File: config.mk
export PLATFORM = sky130hd
export DESIGN_NAME = inst_fetch_buffer
export DESIGN_NICKNAME = d
export VERILOG_FILES = /design/src/rtl/inst_fetch_buffer_pkg.sv /design/src/rtl/fetch_fifo.sv /design/src/rtl/inst_fetch_buffer.sv
export SDC_FILE = /design/constraint.sdc
export NUM_CORES = 1
export LEC_CHECK = 0
export ABC_AREA = 0
export CAP_MARGIN = 10
export CORE_ASPECT_RATIO = 0.9
export CORE_MARGIN = 5
export CORE_UTILIZATION = 59
export CTS_CLUSTER_DIAMETER = 100
export DETAILED_ROUTE_END_ITERATION = 6
export PLACE_DENSITY = 0.92
export SYNTH_ARGS = -nofsm -noshare
export SYNTH_HDL_FRONTEND = slang
export SYNTH_SLANG_ARGS = --single-unit
File: constraint.sdc
create_clock -name clk -period 5.9 [get_ports clk]
set_input_delay 1.77 -clock clk [delete_from_list [all_inputs] [get_ports clk]]
set_output_delay 1.77 -clock clk [all_outputs]
set_load 0.01 [all_outputs]
File: src/rtl/inst_fetch_buffer_pkg.sv
// Shared bus widths, constants and the prefetch entry layout for the instruction fetch buffer.
package inst_fetch_buffer_pkg;

    localparam int INST_ADDR_W = 32;
    localparam int INST_W      = 32;

    localparam logic [INST_W-1:0]      ZERO_WORD    = '0;
    localparam logic [INST_ADDR_W-1:0] ZERO_ADDR    = '0;
    localparam logic                   CHIP_ENABLE  = 1'b1;
    localparam logic                   CHIP_DISABLE = 1'b0;
    localparam logic [INST_ADDR_W-1:0] INST_STRIDE  = INST_ADDR_W'(4);

    typedef struct packed {
        logic [INST_ADDR_W-1:0] pc;
        logic [INST_W-1:0]      inst;
    } fetch_entry_t;

    // Redirect targets are forced onto a word boundary.
    function automatic logic [INST_ADDR_W-1:0] word_align(input logic [INST_ADDR_W-1:0] addr);
        return addr & ~INST_ADDR_W'(3);
    endfunction

endpackage

File: src/rtl/fetch_fifo.sv
// Prefetch storage: DEPTH-entry synchronous FIFO of {pc, inst} with flush, count and head read-out.
module fetch_fifo
    import inst_fetch_buffer_pkg::*;
#(
    parameter int DEPTH = 4,
    parameter int CNT_W = $clog2(DEPTH + 1)
) (
    input  logic             clk,
    input  logic             rst_n,
    input  logic             flush,
    input  logic             push,
    input  fetch_entry_t     push_entry,
    input  logic             pop,
    output logic [CNT_W-1:0] count,
    output fetch_entry_t     head_entry
);

    localparam int PTR_W = $clog2(DEPTH);

    fetch_entry_t     mem [DEPTH];
    logic [PTR_W-1:0] head_ptr;
    logic [PTR_W-1:0] tail_ptr;
    logic             full;
    logic             do_push;
    logic             do_pop;

    assign full    = (count == CNT_W'(DEPTH));
    assign do_pop  = pop && !flush && (count != '0);
    // A full FIFO still accepts a push when the head leaves on the same edge.
    assign do_push = push && !flush && (!full || do_pop);

    always_ff @(posedge clk or negedge rst_n) begin
        if (!rst_n) begin
            head_ptr <= '0;
            tail_ptr <= '0;
            count    <= '0;
        end else if (flush) begin
            head_ptr <= '0;
            tail_ptr <= '0;
            count    <= '0;
        end else begin
            if (do_push) tail_ptr <= tail_ptr + PTR_W'(1);
            if (do_pop)  head_ptr <= head_ptr + PTR_W'(1);
            case ({do_push, do_pop})
                2'b10:   count <= count + CNT_W'(1);
                2'b01:   count <= count - CNT_W'(1);
                default: ;
            endcase
        end
    end

    always_ff @(posedge clk) begin
        if (do_push) mem[tail_ptr] <= push_entry;
    end

    assign head_entry = mem[head_ptr];

endmodule

File: src/rtl/inst_fetch_buffer.sv
// Instruction prefetch: fetches sequential words from a combinational ROM into a small FIFO
// and hands them to decode; a branch redirect flushes the buffer and restarts fetch.
module inst_fetch_buffer
    import inst_fetch_buffer_pkg::*;
#(
    parameter int                     DEPTH    = 4,
    parameter logic [INST_ADDR_W-1:0] RESET_PC = '0,
    localparam int                    CNT_W    = $clog2(DEPTH + 1)
) (
    input  logic                   clk,
    input  logic                   rst,
    output logic                   rom_ce_o,
    output logic [INST_ADDR_W-1:0] rom_addr_o,
    input  logic [INST_W-1:0]      rom_data_i,
    input  logic                   id_ready_i,
    output logic                   if_valid_o,
    output logic [INST_W-1:0]      if_inst_o,
    output logic [INST_ADDR_W-1:0] if_pc_o,
    input  logic                   branch_flag_i,
    input  logic [INST_ADDR_W-1:0] branch_target_i,
    output logic [CNT_W-1:0]       dbg_count
);

    // Decode handshake: the head transfers on every rising edge where if_valid_o and
    // id_ready_i are both high; if_valid_o never depends on id_ready_i.

    logic [INST_ADDR_W-1:0] fetch_pc;
    logic [CNT_W-1:0]       count;
    logic                   pop;
    logic                   buf_full;
    fetch_entry_t           push_entry;
    fetch_entry_t           head_entry;

    assign if_valid_o = (count != '0);
    assign pop        = if_valid_o && id_ready_i;
    assign buf_full   = (count == CNT_W'(DEPTH));

    // rst gates the enable directly so fetch stops the instant reset is asserted.
    assign rom_ce_o   = (rst && !branch_flag_i && (!buf_full || pop)) ? CHIP_ENABLE : CHIP_DISABLE;
    assign rom_addr_o = (rom_ce_o == CHIP_ENABLE) ? fetch_pc : ZERO_ADDR;

    assign push_entry = '{pc: fetch_pc, inst: rom_data_i};

    always_ff @(posedge clk or negedge rst) begin
        if (!rst) begin
            fetch_pc <= RESET_PC;
        end else if (branch_flag_i) begin
            fetch_pc <= word_align(branch_target_i);
        end else if (rom_ce_o == CHIP_ENABLE) begin
            fetch_pc <= fetch_pc + INST_STRIDE;
        end
    end

    fetch_fifo #(
        .DEPTH (DEPTH),
        .CNT_W (CNT_W)
    ) u_fetch_fifo (
        .clk        (clk),
        .rst_n      (rst),
        .flush      (branch_flag_i),
        .push       (rom_ce_o),
        .push_entry (push_entry),
        .pop        (pop),
        .count      (count),
        .head_entry (head_entry)
    );

    assign if_inst_o = if_valid_o ? head_entry.inst : ZERO_WORD;
    assign if_pc_o   = if_valid_o ? head_entry.pc   : ZERO_ADDR;
    assign dbg_count = count;

endmodule

After elaboration in Yosys (flattened, before gate mapping)
Memories as Yosys holds them, arrays and structs flattened.
Cells that the tools add are included.
{ "word_totals": {"ff_bits": 39, "ramBits": 256, "inputBits": 68, "output_inout_bits": 101, "elab_cells": 43, "memories": 1} }
{ "memory_table": {"columns": ["memory", "depth", "width", "rd", "rd_clocked_by_memory_dff", "write_ports", "line_no", "source"], "rows": [
  ["u_fetch_fifo.mem", 4, 64, 1, 0, 1, "fetch_fifo.sv:20", "fetch_entry_t mem [DEPTH];"]
]} }
{ "op_classes": {"addsub": 5, "eq_ne": 3, "n_mux": 14, "n_reduce_logical": 16} }
{ "ops": {"columns": ["operator", "count"], "rows": [
  ["$mux W32", 5],
  ["$add A32 B3 Y32 const B", 1],
  ["$mux W2", 4],
  ["$logic_and A1 B1 Y1", 7],
  ["$pmux W3 S2", 1],
  ["$reduce_bool A2 Y1", 3],
  ["$reduce_bool A3 Y1", 2],
  ["$add A2 B1 Y2 const B", 2],
  ["$add A3 B1 Y3 const B", 1],
  ["$eq A3 B3 Y1 const B", 1],
  ["$mux W1", 3],
  ["$mux W3", 1],
  ["$sub A3 B1 Y3 const B", 1],
  ["$eq A2 B1 Y1 const B", 1],
  ["$eq A2 B2 Y1 const B", 1],
  ["$logic_not A1 Y1", 2],
  ["$logic_or A1 B1 Y1", 2]
]} }

Logic depth before layout (Yosys ltp)
{ "logic_depth": {"word_depth": 10, "mapped_depth": 9} }

Cells and area by module
A second synthesis with hierarchy kept.
{ "hier_totals": {"cells_unflattened": 726, "area_unflattened_um2": 12293.0} }
{ "by_module_without_submodules": {"columns": ["mod", "n_inst", "cells_per_inst", "area_each_um2", "seq_area_each_um2"], "rows": [
  ["fetch_fifo", 1, 398, 9784.4, 7862.5],
  ["inst_fetch_buffer", 1, 328, 2508.7, 750.7]
]} }

Worst setup path after synthesis
OpenSTA, ideal clock, no wires.
{ "synth_path": {"path_kind": "in2out", "from": "input port id_ready_i", "to": "output port rom_addr_o[21]", "t_arrival_ns": 3.119, "slack_ns": 1.011, "path_stages": 6, "n_path_buf": 2, "path_cell_list": "or4b_1 > buf_2 > nand2_1 > nor2_1 > clkbuf_1 > and2_1"} }
{ "synth_via": {"elab_chain_len": 5} }
{ "synth_rtl": {"columns": ["element", "line_no", "source"], "rows": [
  ["start, declared", "inst_fetch_buffer.sv:15", "input logic id_ready_i,"],
  ["$logic_and A1 B1 Y1", "inst_fetch_buffer.sv:35", "assign pop = if_valid_o && id_ready_i;"],
  ["$logic_or A1 B1 Y1", "inst_fetch_buffer.sv:39", "assign rom_ce_o = (rst && !branch_flag_i && (!buf_full || pop)) ? CHIP_ENABLE : CHIP_DISABLE;"],
  ["$logic_and A1 B1 Y1", "inst_fetch_buffer.sv:39", null],
  ["$mux W1", "inst_fetch_buffer.sv:39", null],
  ["net rom_ce_o", "inst_fetch_buffer.sv:12", "output logic rom_ce_o,"],
  ["$mux W32", "inst_fetch_buffer.sv:40", "assign rom_addr_o = (rom_ce_o == CHIP_ENABLE) ? fetch_pc : ZERO_ADDR;"],
  ["end, declared", "inst_fetch_buffer.sv:13", "output logic [INST_ADDR_W-1:0] rom_addr_o,"]
]} }
The timed path passes the listed nets, and every way through them passes these cells.

Final worst setup path
{ "layout_path": {"from": "input port id_ready_i", "to": "output port rom_addr_o[18]"} }
{ "layout_via": {"elab_chain_len": 5} }
{ "layout_rtl": {"columns": ["element", "line_no"], "rows": [
  ["$logic_and A1 B1 Y1", "inst_fetch_buffer.sv:35"],
  ["$logic_or A1 B1 Y1", "inst_fetch_buffer.sv:39"],
  ["$logic_and A1 B1 Y1", "inst_fetch_buffer.sv:39"],
  ["$mux W1", "inst_fetch_buffer.sv:39"],
  ["$mux W32", "inst_fetch_buffer.sv:40"]
]} }
No other way between the ends.

==> key figures <==
Outcome
  – Status: complete, no violations

Worst setup path
  – Required @ worst endpoint: 4.13 ns
  – CP max stage cell: or4b_1
  – Most used cell, CP: clkdlybuf4s50_1
  – Cell family with the largest share of critical-path delay: buffers and inverters
  – Arrival @ worst endpoint: 3.93 ns
  – CP Max Fanout: 22
  – Worst setup SP type: input port
  – CP Capture Type: output pin
  – Kind of critical path: input port to output pin
  – CP max stage delay: 0.57 ns
  – Critical path, cell by cell: clkdlybuf4s50_1 > or4b_1 > nand2_1 > nor2_2 > buf_4 > and2_1 > clkdlybuf4s50_1
  – Buf/Inv on CP: 3

Synth
  – Synth area leader: edfxtp_1
  – Synthesized area: 11900 sq um
  – Post-synth top cells: edfxtp_1 (248), and2_1 (98), mux4_2 (62)
  – FF+latch count, synth: 285
  – Most common flop cell mapped by yosys: edfxtp_1
  – Mapped Avg Cell Area: 17.1 sq um
  – Sequential share of the synthesized area: 0.704
  – Most numerous cell in the Yosys netlist: edfxtp_1
  – Post-synth top area share: 0.627
  – Synth top area cells: edfxtp_1 (63%), mux4_2 (12%), dfrtp_1 (7.8%)
  – Post-synth EDFFs: 248
  – Ys Warns: 0
  – Synth async-reset ratio: 0.130
  – Synthesized instance count: 695
  – Netlist cell types: 46

Clock tree
  – Worst skew pair latency: 0.53 ns
  – Hold Buf Count CTS: 0
  – Clk buf depth: 3
  – CTS tree: built
  – Worst-path clk slew: roughly 0.06 ns
  – CTS Sinks: 285
  – CTS buffer count: 29
  – Root buf cell: clkbuf_16
  – H-tree depth: 1
  – Post-CTS Repair Setup Buffers: 0
  – Post-cts sizing count: 0

Cells and area
  – Fill cells: 1179
  – Finished Layout Cells: between 1000 and 1500
  – Post-route cell area: about 15000 sq um
  – Number of diodes: 0
  – Layout area overhead: 22.8%
  – Layout Nets: 928
  – Share of cells above drive strength 1: 0.156
  – Multi-input combinational cell area: 3300 sq um
  – Seq. cell area: 8380 sq um

Die
  – Initial Utilization: 0.597
  – Rows: 49
  – I/O pin count: between 150 and 200
  – Die Wd: ~160 microns
  – Area of the core: 19900 sq um
  – Full die area: about 23000 sq um
  – Die height: between 100 and 150 microns

Timing
  – Slew headroom: 0.308
  – Endpoints failing hold: 0
  – Crit share post-route: 0.966
  – F_max: 0.175 GHz
  – Slew @ Worst Pin: 1.04 ns
  – Final Max Tran Viols: 0
  – Final Setup Violations: 0
  – Tmin final: 5.70 ns
  – RSZ-0062 raised after global routing: false
  – Skew final: 0.00895 ns
  – Setup TNS after final layout: 0 ns

Drt
  – First-pass DRT Iterations: 6
  – Total number of vias: 6884
  – Routed WL per cell: ~22 microns
  – # DRC: 0
  – Initial DRC count: between 600 and 700
  – Post-Route WL: 25400 microns
  – Vias per cell: approximately 6
  – Final antenna-violating net count: 0

Power
  – Total design power: 4.93 mW
  – PD cells: 338 nW/um^2
  – Reg power frac: 0.487
  – VDD IR max: 0.196 mV
  – Comb power frac: 0.179
  – Pleak: roughly 4.8 nW
  – Switching power: 1.22 mW
  – Internal power: 3.72 mW
  – Clk pwr share: 0.334
  – Switch share: 0.247

GRT
  – Remaining Overflow, GRT: 0
  – Initial antenna violation count: 0
  – First-pass GRT wire length: 39900 microns
  – GR Util All Layers: 0.221
  – Vias in the first global route: approximately 7000
  – Largest net degree at the start of global routing: 65

Run
  – MaxCap Viol Count: 0

Place
  – Placed cell area: 13700 sq um
  – DP HPWL: 15300 microns
  – Port Buffer Count: about 160
  – Final Wtd Congestion: around 0.84
  – Placed insts: ~1100

Hold path
  – Hold WC Path Type: flop to flop
==> logic make-up (layout without fill, tap and decap cells) <==
group,count (synthesis),count (layout),share of synthesized area
mux,65,65,0.120
xor+xnor,11,11,0.00811
compound gates,54,54,0.0294
flops,285,285,0.704
other cells,1,4,0.000315
buf+inv,51,229,0.0200
simple gates,222,222,0.111
fa+ha+maj,6,6,0.00695
==> power by group through the flow <==
stage	Combinational, mW	Sequential (mW)	Clock, mW
after floorplan	0.503	2.38	0
after global placement	0.878	2.44	0
after detailed placement	0.893	2.44	0
after CTS	0.901	2.40	1.68
after global routing	0.949	2.42	1.77
final	0.886	2.40	1.65
==> sequential cells by signal, indices dropped and copies added, names as in the netlist <==
name / count
u_fetch_fifo.count: 3
u_fetch_fifo.head_ptr: 2
u_fetch_fifo.mem: 248
u_fetch_fifo.tail_ptr: 2
fetch_pc: 30
==> cells in the final DEF (no fill, tap or decap), types with 17 or more instances in the layout <==
cell	count
and2_1	94
clkbuf_16	29
clkdlybuf4s50_1	161
dfrtp_1	35
edfxtp_1	248
mux4_2	62
nand2_1	20
nand3_1	18
nor2_1	22
or4_1	17
==> path summary, 6_finish.rpt <==
path | startpoint | endpoint | slack (ns) | cells past startpoint
min in group asynchronous | rst | fetch_pc[16]$_DFFE_PN0N_ | 1.41 | 2
min reg2reg | fetch_pc[31]$_DFFE_PN0N_ | u_fetch_fifo.mem[0][63]$_DFFE_PP_ | 0.52 | 0
max | id_ready_i | rom_addr_o[18] | 0.20 | 7
min | fetch_pc[31]$_DFFE_PN0N_ | u_fetch_fifo.mem[0][63]$_DFFE_PP_ | 0.52 | 0
max reg2reg | fetch_pc[2]$_DFFE_PN0N_ | fetch_pc[30]$_DFFE_PN0N_ | 3.27 | 5
max in group asynchronous | rst | u_fetch_fifo.head_ptr[0]$_DFFE_PN0P_ | 4.02 | 2
==> final cells by class <==
| cell class | count | share of cell area |
|---|---|---|
| clock buffer | 33 | 0.0521 |
| clock inverter | 20 | 0.00729 |
| inverter | 5 | 0.00129 |
| multi-input combinational | 362 | 0.226 |
| sequential | 285 | 0.574 |
| tap | 255 | 0.0219 |
| timing repair buffer | 171 | 0.117 |
==> per-stage QoR <==
stage,hold slack [ns],setup slack [ns],utilization
floorplan,0.476,1.01,-
global route,0.566,0.144,0.732
global placement,0.504,0.258,0.689
finish,0.522,0.200,0.732
detailed placement,0.518,0.227,0.689
CTS,0.524,0.210,0.732
==> metal layers <==
layer  wire [microns]  global-route usage  up-vias
li1                 -                   -     3045
met5                0                   0        -
met3             2290              0.0428       36
met2            12500               0.376      366
met4              442              0.0457        0
met1            10200               0.309     3437
Power figures use the tool's default switching activity.
